[config.mk]
export PLATFORM = sky130hd
export DESIGN_NAME = motor_cmd_sched
export DESIGN_NICKNAME = d
export VERILOG_FILES = /design/src/rtl/motor_cmd_sched.sv
export SDC_FILE = /design/constraint.sdc
export NUM_CORES = 1
export LEC_CHECK = 0
export ABC_AREA = 1
export BUFFER_PORTS_ARGS = -buffer_cell sky130_fd_sc_hd__buf_2
export CAP_MARGIN = 20
export CORE_ASPECT_RATIO = 1.4
export CORE_MARGIN = 1
export CORE_UTILIZATION = 60
export DETAILED_ROUTE_END_ITERATION = 8
export GPL_ROUTABILITY_DRIVEN = 1
export PLACE_DENSITY = 0.79
export RECOVER_POWER = 25
export SYNTH_ARGS = -nofsm -noshare
export SYNTH_HDL_FRONTEND = slang
export SYNTH_SLANG_ARGS = --single-unit
export TNS_END_PERCENT = 20
[constraint.sdc]
create_clock -name clk -period 5.39 [get_ports clk]
set_input_delay 0.8085 -clock clk [delete_from_list [all_inputs] [get_ports clk]]
set_output_delay 0.8085 -clock clk [all_outputs]
set_load 0.005 [all_outputs]
[src/rtl/motor_cmd_sched.sv]
// Four-motor ESC command scheduler: fixed-period update frames, arming sequence,
// and per-frame slew limiting of each motor speed toward its commanded target.
module motor_cmd_sched #(
  parameter int          FRAME_CYCLES = 5000,
  parameter int          SLEW_STEP    = 16,
  parameter int          ARM_FRAMES   = 4,
  parameter logic [10:0] IDLE_SPD     = 11'd64
) (
  input  logic        clk,
  input  logic        rst,
  input  logic        arm,
  input  logic        cmd_vld,
  input  logic [10:0] frnt_cmd,
  input  logic [10:0] bck_cmd,
  input  logic [10:0] lft_cmd,
  input  logic [10:0] rght_cmd,
  output logic [10:0] frnt_spd,
  output logic [10:0] bck_spd,
  output logic [10:0] lft_spd,
  output logic [10:0] rght_spd,
  output logic        wrt,
  output logic        armed
);

  localparam int CNT_W = (FRAME_CYCLES > 1) ? $clog2(FRAME_CYCLES) : 1;
  localparam int PC_W  = $clog2(ARM_FRAMES + 1);
  localparam logic [CNT_W-1:0] CNT_LAST = CNT_W'(FRAME_CYCLES - 1);
  localparam logic [PC_W-1:0]  PC_LAST  = PC_W'(ARM_FRAMES - 1);

  typedef enum logic [1:0] {DISARMED, ARMING, ARMED} state_t;

  state_t           state_q, state_d;
  logic [CNT_W-1:0] cnt;
  logic [PC_W-1:0]  pcnt_q, pcnt_d;
  logic             bnd;
  logic             arm_enter;
  logic [10:0]      cmd [4];
  logic [10:0]      tgt [4];
  logic [10:0]      spd [4];

  // One slew step in 12-bit arithmetic; the step never overshoots the target,
  // so the result stays within 11 bits, and the clamp guards against wrap.
  function automatic logic [10:0] slew(input logic [10:0] s, input logic [10:0] t);
    logic [11:0] s12, t12, d, step, r;
    s12  = {1'b0, s};
    t12  = {1'b0, t};
    step = 12'(SLEW_STEP);
    r    = s12;
    if (s12 < t12) begin
      d = t12 - s12;
      r = s12 + ((d < step) ? d : step);
    end else if (s12 > t12) begin
      d = s12 - t12;
      r = s12 - ((d < step) ? d : step);
    end
    return (r > 12'h7FF) ? 11'h7FF : r[10:0];
  endfunction

  function automatic logic [10:0] floor_idle(input logic [10:0] c);
    return (c < IDLE_SPD) ? IDLE_SPD : c;
  endfunction

  assign cmd[0] = frnt_cmd;
  assign cmd[1] = bck_cmd;
  assign cmd[2] = lft_cmd;
  assign cmd[3] = rght_cmd;

  assign bnd = (cnt == CNT_LAST);

  // Frame timer: free-running regardless of arming state
  always_ff @(posedge clk) begin
    if (rst) begin
      cnt <= '0;
      wrt <= 1'b0;
    end else begin
      wrt <= bnd;
      cnt <= bnd ? '0 : cnt + CNT_W'(1);
    end
  end

  always_ff @(posedge clk) begin
    if (rst) begin
      state_q <= DISARMED;
      pcnt_q  <= '0;
    end else begin
      state_q <= state_d;
      pcnt_q  <= pcnt_d;
    end
  end

  always_comb begin
    state_d = state_q;
    pcnt_d  = pcnt_q;
    case (state_q)
      DISARMED: begin
        pcnt_d = '0;
        if (arm) state_d = ARMING;
      end
      ARMING: begin
        if (!arm) begin
          state_d = DISARMED;
          pcnt_d  = '0;
        end else if (bnd) begin
          if (pcnt_q == PC_LAST) begin
            state_d = ARMED;
            pcnt_d  = '0;
          end else begin
            pcnt_d = pcnt_q + PC_W'(1);
          end
        end
      end
      ARMED: begin
        pcnt_d = '0;
        if (!arm) state_d = DISARMED;
      end
      default: begin
        state_d = DISARMED;
        pcnt_d  = '0;
      end
    endcase
  end

  assign arm_enter = (state_q == ARMING) && (state_d == ARMED);

  // Speeds move only at frame boundaries; leaving ARMED zeroes everything at once
  always_ff @(posedge clk) begin
    for (int i = 0; i < 4; i++) begin
      if (rst) begin
        spd[i] <= '0;
        tgt[i] <= '0;
      end else if (state_q == ARMED && arm) begin
        if (bnd)     spd[i] <= slew(spd[i], tgt[i]);
        if (cmd_vld) tgt[i] <= floor_idle(cmd[i]);
      end else begin
        spd[i] <= '0;
        tgt[i] <= arm_enter ? IDLE_SPD : 11'd0;
      end
    end
  end

  assign frnt_spd = spd[0];
  assign bck_spd  = spd[1];
  assign lft_spd  = spd[2];
  assign rght_spd = spd[3];
  assign armed    = (state_q == ARMED);

endmodule

; ---- Word level (Yosys, flattened, before mapping)
; Memory sizes are Yosys's and may differ from the RTL's.
; Cells that the tools add are included.
; Widths: inputs -> output; s select.
[totals]
reg_bits = 19
ram_bits = 88
inputBits = 48
elab_cells = 149
memories = 2
[mem_list]
columns = memory, depth, width, rd, rd_ports_with_merged_regs, write_ports, line
row1 = spd, 4, 11, 4, 0, 4, 39  ; logic [10:0] spd [4];
row2 = tgt, 4, 11, 4, 0, 4, 38  ; logic [10:0] tgt [4];
[op_classes]
add_sub_neg = 18
order_cmp = 24
eq_ne = 5
muxes = 73
bitwise = 18
n_reduce_logical = 5
[ops]
columns = cell, n
row1 = $mux 12, 28
row2 = $mux 11, 24
row3 = $lt 12x5->1 const B, 8
row4 = $sub 11x11->12, 8
row5 = $add 11x12->12, 4
row6 = $gt 12x11->1 const B, 4
row7 = $sub 11x12->12, 4
row8 = $gt 11x11->1, 4
row9 = $lt 11x11->1, 4
row10 = $lt 11x7->1 const B, 4
row11 = $or 1x1->1, 16
row12 = $add 13x1->13 const B, 1
row13 = $eq 13x13->1 const B, 1
row14 = $mux 1, 13
row15 = $mux 2, 5
row16 = $mux 7, 1
row17 = $pmux 2 s3, 1
row18 = $eq 2x2->1 const B, 2
row19 = $add 3x1->3 const B, 1
row20 = $eq 3x2->1 const B, 1
row21 = $mux 3, 1
row22 = $reduce_or 3->1, 1
row23 = $eq 2x1->1 const B, 1
row24 = $logic_and 1x1->1, 2
row25 = 3 further kinds, 4

; ---- Longest topological paths before layout
; Gate-level depths: netlist (run 1).
[logic_depth]
depth_word = 13
depth_mapped = 32
depth_no_buf = 32

; ---- Worst setup path before layout (run 1)
; No wires, ideal clock.
[synth_timing]
path_kind = register -> register
from = mem spd[0][1]
to = mem spd[0][6], data pin
setup_time_ns = 0.267
arrival_time_ns = 4.025
required_ns = 5.123
setup_slack_ns = 1.098
path_stages_with_launch = 30
period_less_slack_ns = 4.292
path_cell_list = edfxtp_1 -> inv_1 -> ha_1 -> nand2_1 -> o21ai_0 -> nand3_1 -> nand2_1 -> nand2_1 -> nand2_1 -> inv_1 -> o21ai_0 -> xor2_1 -> nor3_1 -> nand2_1 -> a21oi_1 -> o21ai_0 -> ha_1 -> nand2_1 -> o21ai_0 -> nand2_1 -> o211ai_1 -> nand2_1 -> o21ai_0 -> nand3_1 -> nand3_1 -> nand2_2 -> inv_2 -> o21ai_0 -> a21oi_1 -> nor2_1
[synth_lines]
columns = element, line
row1 = start: declaration, 39

==> results.md, run 1 <==
* Status: finished with violations
* Failing checks: max-capacitance violations, max-slew violations
* Routability cong. at 1.006
* Post-synthesis adder-cell area fraction at 0.1777
* Worst-Skew Late Latency at 0.37 ns
* DR pass1 iterations at 7
* Post-CTS Hold Buffers at 0
* Max Cap Viol at 1
* DP Wirelength at 31.12 mm
* RSZ-0062 raised after global routing: no
* Pwr per Cell Area at 114.2 nW/um^2
* Via-to-Cell Ratio at 5.523
* H-tree levels at 3
* Die area at 23810 sq um
* Final setup fails at 0
* Post-synth EDFFs at 88
* Worst path required time at 5.50 ns
* Largest family of logic cells by synthesized area: simple AND/OR/NAND/NOR gates
* Async set-reset flop share out of synthesis at 0
* CTS tree: yes
* Clk pwr share at 0.390
* Worst R2R Start: spd[0][2]
* Yosys warns at 0
* Sink of the worst hold path: state_q[0]
* Pleak at 8.252 nW
* Total Routing Usage GR at 0.3298
* Core footprint at 22610 sq um
* Diode count at 0
* Startpoint Class: flop
* Crit-path max FO at 8
* Cell variety after synth at 55
* Yosys reg bits at 107
* Critical path arrival at 5.11 ns
* Worst hold start: state_q[1]
* Share of cells above drive strength 1 at 0.07578
* Boundary pin count at 94
* # DRC at 0
* Hold Path Depth at 1
* Peak Freq at 0.2001 GHz
* Max-slew headroom at the worst pin at -0.3775
* Vias at 13978
* Switching power at 0.0004339 W
* Grt total ovfl at 0
* Post-Syn Area per Cell at 6.637 sq um
* Longest Clk Path Bufs at 2
* Ys flop type: edfxtp_1
* Starting Density at 0.6153
* Peak VDD IR at 0.1454 mV
* Cell mode on critical path: nand2_1
* DR iter-0 viols at 889
* WL/cell at 15.25 um
* Sequential share of the synthesized area at 0.2173
* Die width at 130.7 um
* Mapped cell area at 13910 sq um
* Min Hold Slack at 0.4348 ns
* CP Buf/Inv Count at 3
* R2R Setup Slk at 0.39 ns
* I/O Buffers at 93
* Post-Route Skew at 0.006798 ns
* Complex-gate fraction of the synthesized area at 0.1432
* Crit-path max cell delay at 0.49 ns
* Vias in the first global route at 13406
* Clock-pin slew on the worst setup and hold paths at 0.07 ns
* Combinational share of power at 0.097
* Clock sinks at 107
* Worst R2R Path Depth at 29
* Fin crit period at 4.998 ns
* Sequential share of power at 0.513
* Num CTS Buffers at 9
* Die Ht at 182.2 um
* Postcts setup bufs at 0
* Routed WL at 38.60 mm
* Switching Share at 0.2517
* Setup TNS at 0 ns
* Crit Path Class: flop to flop
* Layout area overhead at 8.535%
* Total Nets Final at 2461
* Mapped Cells at 2096
* Period Utilization, post-route at 0.9274
* R2r endpoint: spd[0][6]
* Root Buffer: clkbuf_16
* Worst min-delay path class: flop to flop
* Row cnt at 65
* Largest net degree at the start of global routing at 34
* Antenna violations before repair at 0
* Worst-Margin Slew at 2.066 ns
* CP Capture Type: flop
* Cell internal pwr at 0.001290 W
* Slew Viols, Final at 34
* Top delay family on crit path: simple AND/OR/NAND/NOR gates
* Worst path slowest cell: edfxtp_1
* Fill cells at 2164
* Post-Synth XOR/XNOR Area at 0.04596
* Post-route ant nets at 0
* First-pass GRT wire length at 62.13 mm
* Synth Area in Simple Gates at 0.3033
* Post-synthesis mux area share at 0
* Final hold violation count at 0
state kept, by name (all words and copies together), names as in the netlist:
name	flops
spd	44
tgt	44
cnt	13
pcnt_q	3
state_q	2
wrt	1
how the worst max path moves through the flow:
stage / from / to / slack, ns / cells after the start
floorplan: spd[0][1] / spd[0][6] / 1.10 / 29
global placement: spd[0][1] / spd[0][6] / 0.45 / 29
detailed placement: spd[0][1] / spd[0][6] / 0.31 / 29
CTS: spd[0][1] / spd[0][6] / 0.27 / 29
global route: spd[0][2] / spd[0][6] / 0.007 / 27
finish: spd[0][2] / spd[0][6] / 0.39 / 29
power groups by stage:
stage / Combinational, W / Sequential, W / Clock, W
floorplan: 0.000117 / 0.000903 / 0
global placement: 0.000159 / 0.000904 / 0
detailed placement: 0.000163 / 0.000904 / 0
CTS: 0.000164 / 0.000885 / 0.000680
global route: 0.000187 / 0.000885 / 0.000710
finish: 0.000167 / 0.000885 / 0.000672
final cells by class:
type | instances | area, sq um | area share
Clock inverter | 4 | 28.78 | 0.001906
Timing Repair Buffer | 100 | 503.0 | 0.03331
Inverter | 373 | 1403 | 0.09289
Multi-Input combinational cell | 1634 | 9508 | 0.6297
Tap cell | 301 | 376.6 | 0.02494
Sequential cell | 107 | 3023 | 0.2002
Clock buffer | 12 | 257.7 | 0.01707
timing repair:
action / CTS / global route
gates resized for setup: 0 / 3
endpoints found under the hold margin: 0 / 0
endpoints found under the setup margin: 0 / 11
cell families (layout without fill, tap and decap cells):
logic type,Yosys count,after routing
other cells,2,48
buf+inv,401,489
fa+ha+maj,188,188
compound gates,358,358
simple gates,967,967
xor+xnor,73,73
flops,107,107
per-stage QoR:
step / cells / utilization / cell area [sq um] / power, W / setup WS, ns
finish: 2531 / 0.6678 / 15100 / 0.001724 / 0.3915
floorplan: 2142 / - / 14080 / 0.001020 / 1.098
global route: 2531 / 0.6678 / 15100 / 0.001783 / 0.007450
global placement: 2515 / 0.6558 / 14830 / 0.001063 / 0.4466
detailed placement: 2515 / 0.6558 / 14830 / 0.001067 / 0.3054
CTS: 2531 / 0.6685 / 15110 / 0.001728 / 0.2672
routing by layer:
| metal | global-route usage | vias to the layer above | routed length (um) |
|---|---|---|---|
| met4 | 0.1729 | 0 | 1902 |
| met3 | 0.04192 | 120 | 1679 |
| met2 | 0.5867 | 360 | 19090 |
| met1 | 0.3781 | 6402 | 15930 |
| met5 | 0 | - | 0 |
| li1 | - | 7096 | - |
cell usage after synthesis, types with 3 or more instances:
| cell | instances | area share |
|---|---|---|
| o22ai_1 | 8 | 0.0036 |
| dfxtp_1 | 19 | 0.027 |
| nor4_1 | 14 | 0.0063 |
| o21a_1 | 3 | 0.0016 |
| or2_2 | 6 | 0.0027 |
| a21o_1 | 5 | 0.0027 |
| nor3b_1 | 4 | 0.0022 |
| nor3_1 | 18 | 0.0065 |
| xor2_1 | 50 | 0.031 |
| nand3_2 | 8 | 0.0058 |
| nand2_1 | 481 | 0.13 |
| edfxtp_1 | 88 | 0.19 |
| o31a_1 | 3 | 0.0019 |
| buf_4 | 4 | 0.0022 |
| fa_1 | 16 | 0.023 |
| o221ai_1 | 7 | 0.0044 |
| o211ai_1 | 14 | 0.0076 |
| a221oi_1 | 7 | 0.0044 |
| inv_2 | 6 | 0.0016 |
| nand3b_1 | 6 | 0.0032 |
| a21oi_1 | 185 | 0.067 |
| ha_1 | 172 | 0.15 |
| inv_1 | 365 | 0.098 |
| and2_1 | 3 | 0.0013 |
| a31oi_1 | 5 | 0.0022 |
| nor2_1 | 198 | 0.053 |
| nand3_1 | 156 | 0.056 |
| o21bai_1 | 12 | 0.0065 |
| nand2_2 | 20 | 0.0090 |
| a211oi_1 | 3 | 0.0016 |
| nand4_1 | 31 | 0.014 |
| o21ai_1 | 6 | 0.0022 |
| clkbuf_1 | 5 | 0.0013 |
| buf_2 | 15 | 0.0054 |
| nor2_2 | 13 | 0.0058 |
| o21ai_0 | 92 | 0.033 |
| xnor2_1 | 23 | 0.014 |
cell usage in the layout, fill, tap and decap left out, types with 7 or more instances in the layout:
cell       instances
o21ai_0           90
nor3_1            18
nand2_1          481
nand2_2           20
o211ai_1          14
a221oi_1           7
clkbuf_1          12
nor2_2            13
clkbuf_16         10
nor2_1           198
ha_1             172
nand3_1          155
nand3_2            9
xnor2_1           23
nand4_1           31
o221ai_1           7
edfxtp_1          88
inv_2              7
o21ai_1            8
inv_1            364
xor2_1            50
conb_1            48
o22ai_1            8
fa_1              16
a21oi_1          185
nor4_1            14
buf_2             83
o21bai_1          12
dfxtp_1           19
No activity file was read; power rests on OpenSTA's default activity.
==> inputs of run 2 (changes only) <==
--- a/config.mk
+++ b/config.mk
@@ -6,15 +6,15 @@
 export NUM_CORES = 1
 export LEC_CHECK = 0
 export ABC_AREA = 1
-export BUFFER_PORTS_ARGS = -buffer_cell sky130_fd_sc_hd__buf_2
 export CAP_MARGIN = 20
 export CORE_ASPECT_RATIO = 1.4
 export CORE_MARGIN = 1
 export CORE_UTILIZATION = 60
+export CTS_CLUSTER_SIZE = 24
 export DETAILED_ROUTE_END_ITERATION = 8
+export DONT_BUFFER_PORTS = 1
 export GPL_ROUTABILITY_DRIVEN = 1
-export PLACE_DENSITY = 0.79
-export RECOVER_POWER = 25
+export PLACE_DENSITY = 0.76
 export SYNTH_ARGS = -nofsm -noshare
 export SYNTH_HDL_FRONTEND = slang
 export SYNTH_SLANG_ARGS = --single-unit
==> results.md, run 2 (synthesis gave the netlist of run 1 again) <==
* DR iter-0 viols at 811 (-8.8%)
* Levels on crit path at 29 (unchanged)
* Total Nets Final at 2369 (-3.7%)
* Grt total ovfl at 0 (unchanged)
* Status: complete, no violations
* Setup WS pre-CTS at 0.2188 ns (-0.08657 ns)
* Commonest cells after routing, fill and taps aside: nand2_1 (480), inv_1 (365), nor2_1 (198)
* DP Cell Count at 2423 (-3.7%)
* Largest net degree at the start of global routing at 34 (unchanged)
* Final setup fails at 0 (unchanged)
* Crit Path Class: flop to flop
* Worst hold start: state_q[1]
* Worst path required time at 5.50 ns (about the same)
* I/O Buffers at 0 (-100%)
* Routed WL at 37.96 mm (-1.7%)
* Die Ht at 182.2 um (unchanged)
* Switching power at 0.0004258 W (-1.9%)
* Num CTS Buffers at 9 (unchanged)
* # DRC at 0 (unchanged)
* CP Buf/Inv Count at 3 (unchanged)
* Worst-Skew Late Latency at 0.36 ns (about the same)
* Combinational share of power at 0.083 (-0.014)
* Hold Path Depth at 1 (unchanged)
* Layout area overhead at 5.693%
* Worst R2R Path Depth at 29 (unchanged)
* DP Wirelength at 30.53 mm (-1.9%)
* Peak Freq at 0.2034 GHz (+1.7%)
* Commonest non-fill, non-tap cell in the layout: nand2_1
* Core Util, Final at 0.6504 (-0.01749)
* Peak VDD IR at 0.1772 mV (+22%)
* Biggest regs: spd: 44 flops, tgt: 44 flops, cnt: 13 flops
* Longest Clk Path Bufs at 2 (unchanged)
* Worst path slowest cell: edfxtp_1
* Antenna violations before repair at 0 (unchanged)
* Final hold violation count at 0 (unchanged)
* Clock sinks at 107 (unchanged)
* H-tree levels at 3 (unchanged)
* Share of cells above drive strength 1 at 0.04256 (-0.03322)
* Fin cells at 2439 (-3.6%)
* Die area at 23810 sq um (unchanged)
* Die width at 130.7 um (unchanged)
* Vias in the first global route at 13194 (-1.6%)
* Routability cong. at 0.9510 (-5.4%)
* CTS tree: yes
* Fin crit period at 4.916 ns (-0.08276 ns)
* Core footprint at 22610 sq um (unchanged)
* Row cnt at 65 (unchanged)
* Max-slew headroom at the worst pin at 0.3429 (+0.7204)
* Boundary pin count at 94 (unchanged)
* Cell internal pwr at 0.001342 W (+4.0%)
* Sequential share of power at 0.500 (-0.013)
* Pwr per Cell Area at 120.2 nW/um^2 (+5.3%)
* Pleak at 7.864 nW (-4.7%)
* Starting Density at 0.6153 (unchanged)
* CP Capture Type: flop
* Post-Route Skew at 0.009640 ns (+0.002842 ns)
* DR pass1 iterations at 6 (-1)
* Worst-Margin Slew at 0.9845 ns (-1.082 ns)
* Via-to-Cell Ratio at 5.593 (+1.3%)
* Vias at 13642 (-2.4%)
* Diode count at 0 (unchanged)
* Critical path arrival at 5.02 ns (-0.09 ns)
* Worst R2R Start: spd[0][2]
* Crit-path max FO at 8 (unchanged)
* Total Routing Usage GR at 0.3244 (-0.005405)
* Launch point of the worst path: spd[0][2]
* Slew Viols, Final at 0 (-100%)
* Clock-pin slew on the worst setup and hold paths at 0.07 ns (about the same)
* Top delay family on crit path: simple AND/OR/NAND/NOR gates
* Crit-path max cell delay at 0.47 ns (-0.02 ns)
* Worst setup margin at 0.4743 ns (+0.08276 ns)
* Setup TNS at 0 ns (unchanged)
* Max Cap Viol at 0 (-1)
* Post-CTS Hold Buffers at 0 (unchanged)
* First-pass GRT wire length at 61.17 mm (-1.5%)
* Clk pwr share at 0.416 (+0.026)
* Startpoint Class: flop
* Post-route ant nets at 0 (unchanged)
* Switching Share at 0.2409 (-0.01082)
* Root Buffer: clkbuf_16
* WL/cell at 15.56 um (+2.1%)
* Worst min-delay path class: flop to flop
* RSZ-0062 raised after global routing: no
* Period Utilization, post-route at 0.9120 (-0.01535)
* Cell mode on critical path: nand2_1
-- run 2: cell count changes in the layout (fill, tap and decap cells not counted), sizes merged --
cell	delta
clkbuf	-13
inv	-2
buf	-81
clkinvlp	+2
bufinv	+2
-- run 2: path summary, 6_finish.rpt --
kind                 to  slack [ns]
min reg2reg  state_q[0]        0.43
max           spd[0][6]        0.47
min          state_q[0]        0.43
max reg2reg   spd[0][6]        0.47
-- run 2: routing by layer --
metal,up-vias,GRT usage,part of all wire
met5,-,0,0
met4,0,0.1526,0.046
met3,110,0.05805,0.047
met2,382,0.5848,0.50
met1,6251,0.3615,0.41
li1,6899,-,-
-- run 2: cell type report --
cell class	count	area, sq um
Multi-Input combinational cell	1634	9524
Fill cell	2193	7905
Sequential cell	107	3023
Inverter	373	1403
Tap cell	301	376.6
Clock buffer	10	229.0
Clock inverter	6	88.84
Timing Repair Buffer	8	60.06
-- run 2: per-stage QoR --
stage | power [W] | hold slack, ns | cell area, sq um
3_5_place_dp | 0.001048 | 0.4257 | 14370
4_1_cts | 0.001771 | 0.4360 | 14690
5_1_grt | 0.001825 | 0.4557 | 14700
6_report | 0.001768 | 0.4316 | 14700
3_3_place_gp | 0.001045 | 0.4117 | 14370
2_1_floorplan | 0.001020 | 0.4032 | 14080
-- run 2: power groups by stage --
stage	clock network, W	registers [W]	logic (W)
6_report	0.000736	0.000885	0.000147
5_1_grt	0.000773	0.000885	0.000167
4_1_cts	0.000742	0.000885	0.000145
3_5_place_dp	0	0.000904	0.000144
3_3_place_gp	0	0.000904	0.000141
2_1_floorplan	0	0.000903	0.000117
-- run 2: worst register-to-register path: cells and delay by family (launching register included) --
kind	cells	cell delay, ns
and+or+nand+nor	14	1.52
AOI/OAI and AO/OA	9	1.46
adders and majority gates	2	0.80
DFF	1	0.47
buffers and inverters	3	0.32
xor gates and xnor gates	1	0.09
-- run 2: what timing repair did --
item | CTS | global route
endpoints found under the setup margin | 0 | 11
resized for setup | 0 | 6
endpoints found under the hold margin | 0 | 0
buffers inserted | 0 | 0
==> inputs of run 3 (changes only) <==
--- a/config.mk
+++ b/config.mk
@@ -5,7 +5,7 @@
 export SDC_FILE = /design/constraint.sdc
 export NUM_CORES = 1
 export LEC_CHECK = 0
-export ABC_AREA = 1
+export ABC_AREA = 0
 export CAP_MARGIN = 20
 export CORE_ASPECT_RATIO = 1.4
 export CORE_MARGIN = 1
==> constraint.sdc (replaced) <==
create_clock -name clk -period 6.4 [get_ports clk]
set_input_delay 0.96 -clock clk [delete_from_list [all_inputs] [get_ports clk]]
set_output_delay 0.96 -clock clk [all_outputs]
set_load 0.005 [all_outputs]
==> results.md, run 3 <==
* Post-Synth XOR/XNOR Area at 0.06450 (+0.01855)
* Post-synth EDFFs at 88 (unchanged)
* Status: complete, no violations
* R2R Setup Slk at 0.72 ns (+0.25 ns)
* Fin crit period at 5.677 ns (+0.7612 ns)
* Post-route ant nets at 0 (unchanged)
* I/O Buffers at 0 (unchanged)
* Setup TNS at 0 ns (unchanged)
* Yosys reg bits at 107 (unchanged)
* Vias in the first global route at 11134 (-16%)
* Clock-pin slew on the worst setup and hold paths at 0.08 ns (about the same)
* Max Cap Viol at 0 (unchanged)
* Placed inst area at 13380 sq um (-6.9%)
* CP Capture Type: flop
* Cell internal pwr at 0.001107 W (-17%)
* Postcts setup bufs at 0 (unchanged)
* Yosys top cell by area: edfxtp_1
* First-pass GRT wire length at 52.19 mm (-15%)
* Synth Area in Simple Gates at 0.1730 (-0.1303)
* Most frequent cells after synthesis: ha_1 (172), a21oi_1 (171), inv_1 (147)
* Mapped cell area at 13040 sq um (-6.3%)
* CP Buf/Inv Count at 2 (-1)
* Num CTS Buffers at 9 (unchanged)
* Total Routing Usage GR at 0.2903 (-0.03402)
* H-tree levels at 3 (unchanged)
* DR pass1 iterations at 5 (-1)
* Crit-path max cell delay at 0.56 ns (+0.09 ns)
* CTS tree: yes
* Worst min-delay path class: flop to flop
* Vias at 11568 (-15%)
* Crit-path max FO at 7 (-1)
* PostCTS Resize Cnt at 0 (unchanged)
* Clock sinks at 107 (unchanged)
* Multi-input gate area at 9371 sq um (-1.6%)
* Top delay family on crit path: compound AO/OA/AOI/OAI gates
* Pleak at 6.199 nW (-21%)
* Switching Share at 0.2455 (+0.004612)
* Worst path slowest cell: edfxtp_1
* Commonest cells after routing, fill and taps aside: ha_1 (172), a21oi_1 (171), inv_1 (147)
* Via-to-Cell Ratio at 6.160 (+10%)
* RSZ-0062 raised after global routing: no
* Final hold violation count at 0 (unchanged)
* # DRC at 0 (unchanged)
* Layout area overhead at 5.433%
* Share of cells above drive strength 1 at 0.04706 (+0.004496)
* Worst-Skew Late Latency at 0.38 ns (+0.02 ns)
* Fill cells at 1871 (-15%)
* Routed WL at 32.31 mm (-15%)
* Longest Clk Path Bufs at 2 (unchanged)
* Final Cell Area at 13740 sq um (-6.5%)
* Slew Viols, Final at 0 (unchanged)
* Clk pwr share at 0.419 (+0.003)
* Crit Path Class: flop to flop
* Async set-reset flop share out of synthesis at 0 (unchanged)
* WL/cell at 17.21 um (+11%)
* Starting Density at 0.6147 (about the same)
* Complex-gate fraction of the synthesized area at 0.2622 (+0.1191)
* Core footprint at 21200 sq um (-6.2%)
* Worst-Margin Slew at 1.069 ns (+0.08429 ns)
* Sequential share of power at 0.508 (+0.008)
* DP Wirelength at 24.81 mm (-19%)
* Antenna violations before repair at 3 (+3)
* Sequential share of the synthesized area at 0.2319 (+0.01462)
* Post-synthesis adder-cell area fraction at 0.1897 (+0.01196)
* Commonest non-fill, non-tap cell in the layout: ha_1
* Most common cell in the netlist: ha_1
* Die Ht at 176.4 um (-3.2%)
* Largest net degree at the start of global routing at 40 (+18%)
* Peak Freq at 0.1762 GHz (-13%)
* Die width at 126.6 um (-3.2%)
* FF+latch area at 3023 sq um (unchanged)
* Post-synthesis mux area share at 0.01411 (+0.01411)
* Critical path arrival at 5.79 ns (+0.77 ns)
* Top cell type's share of synthesized area at 0.2027 (+0.01278)
* Root Buffer: clkbuf_16
* Cell mode on critical path: a21oi_1
* Boundary pin count at 94 (unchanged)
* Max-slew headroom at the worst pin at 0.2800 (-0.06297)
* Overall Power at 0.001468 W (-17%)
* Period Utilization, post-route at 0.8870 (-0.02499)
* Switching power at 0.0003603 W (-15%)
* Routability cong. at 0.9246 (-2.8%)
* DR iter-0 viols at 850 (+4.8%)
* Worst path required time at 6.51 ns (+1.01 ns)
* Total Nets Final at 1846 (-22%)
* Combinational share of power at 0.074 (-0.009)
* Post-Route Skew at 0.01438 ns (+0.004741 ns)
* Pwr per Cell Area at 106.8 nW/um^2 (-11%)
* Core Util, Final at 0.6481 (-0.002222)
* Grt total ovfl at 0 (unchanged)
* Die area at 22330 sq um (-6.2%)
* Row cnt at 63 (-3.1%)
* Biggest regs: spd: 44 flops, tgt: 44 flops, cnt: 13 flops
* Post-CTS Hold Buffers at 0 (unchanged)
* Post-Syn Area per Cell at 8.147 sq um (+23%)
* Final setup fails at 0 (unchanged)
* Startpoint Class: flop
* Largest family of logic cells by synthesized area: compound AO/OA/AOI/OAI gates
* Mapped Cells at 1600 (-24%)
* Ys flop type: edfxtp_1
* Cell variety after synth at 83 (+51%)
* Peak VDD IR at 0.1441 mV (-19%)
* Yosys warns at 0 (unchanged)
* Synth area leaders: edfxtp_1 (20%), ha_1 (17%), a21oi_1 (6.6%)
run 3: cell families after synthesis:
kind of cell / Yosys count
compound gates: 525
xor+xnor: 96
fa+ha+maj: 188
buf+inv: 210
flops: 107
mux: 18
other cells: 2
simple gates: 454
run 3: metrics by stage:
step,setup slack (ns),hold WS [ns],cells
finish,0.7231,0.4329,1878
global route,0.3143,0.4664,1878
CTS,0.7495,0.4376,1873
detailed placement,0.8092,0.4261,1857
global placement,0.9444,0.4133,1857
floorplan,1.300,0.4069,1646
run 3: power groups by stage:
stage | sequential (W) | clock, W | combinational [W]
3_3_place_gp | 0.000761 | 0 | 0.000104
5_1_grt | 0.000745 | 0.000644 | 0.000120
4_1_cts | 0.000745 | 0.000621 | 0.000107
2_1_floorplan | 0.000761 | 0 | 0.0000894
3_5_place_dp | 0.000761 | 0 | 0.000106
6_report | 0.000745 | 0.000614 | 0.000108
run 3: path summary, 6_finish.rpt:
path | from | to | cells past startpoint
worst max-delay path | spd[0][1] | spd[0][10] | 28
worst min-delay path | pcnt_q[2] | pcnt_q[2] | 2
worst max register to register | spd[0][1] | spd[0][10] | 28
worst min register to register | pcnt_q[2] | pcnt_q[2] | 2
run 3: worst register-to-register path: cells and delay by family, from the launching register on:
| family | cells | cell delay, ns |
|---|---|---|
| adder cells (fa/ha/maj) | 3 | 1.13 |
| XOR/XNOR | 2 | 0.28 |
| buffers and inverters | 2 | 0.28 |
| flip-flops | 1 | 0.56 |
| AO/OA/AOI/OAI | 15 | 2.38 |
| AND/OR/NAND/NOR | 6 | 0.80 |
run 3: final cells by class:
type,count,share of cell area
Tap cell,260,0.02367
Inverter,147,0.04015
Clock inverter,5,0.003551
Clock buffer,11,0.02003
Sequential cell,107,0.2200
Multi-Input combinational cell,1329,0.6819
Antenna cell,3,0.0005462
Timing Repair Buffer,16,0.01020
run 3: routing by layer:
metal  share of wire  track usage  vias to the layer above
met5               0            0                        -
met4           0.029       0.1255                        0
met3           0.049      0.04515                       70
met2            0.51       0.5299                      297
met1            0.41       0.3335                     5468
li1                -            -                     5733
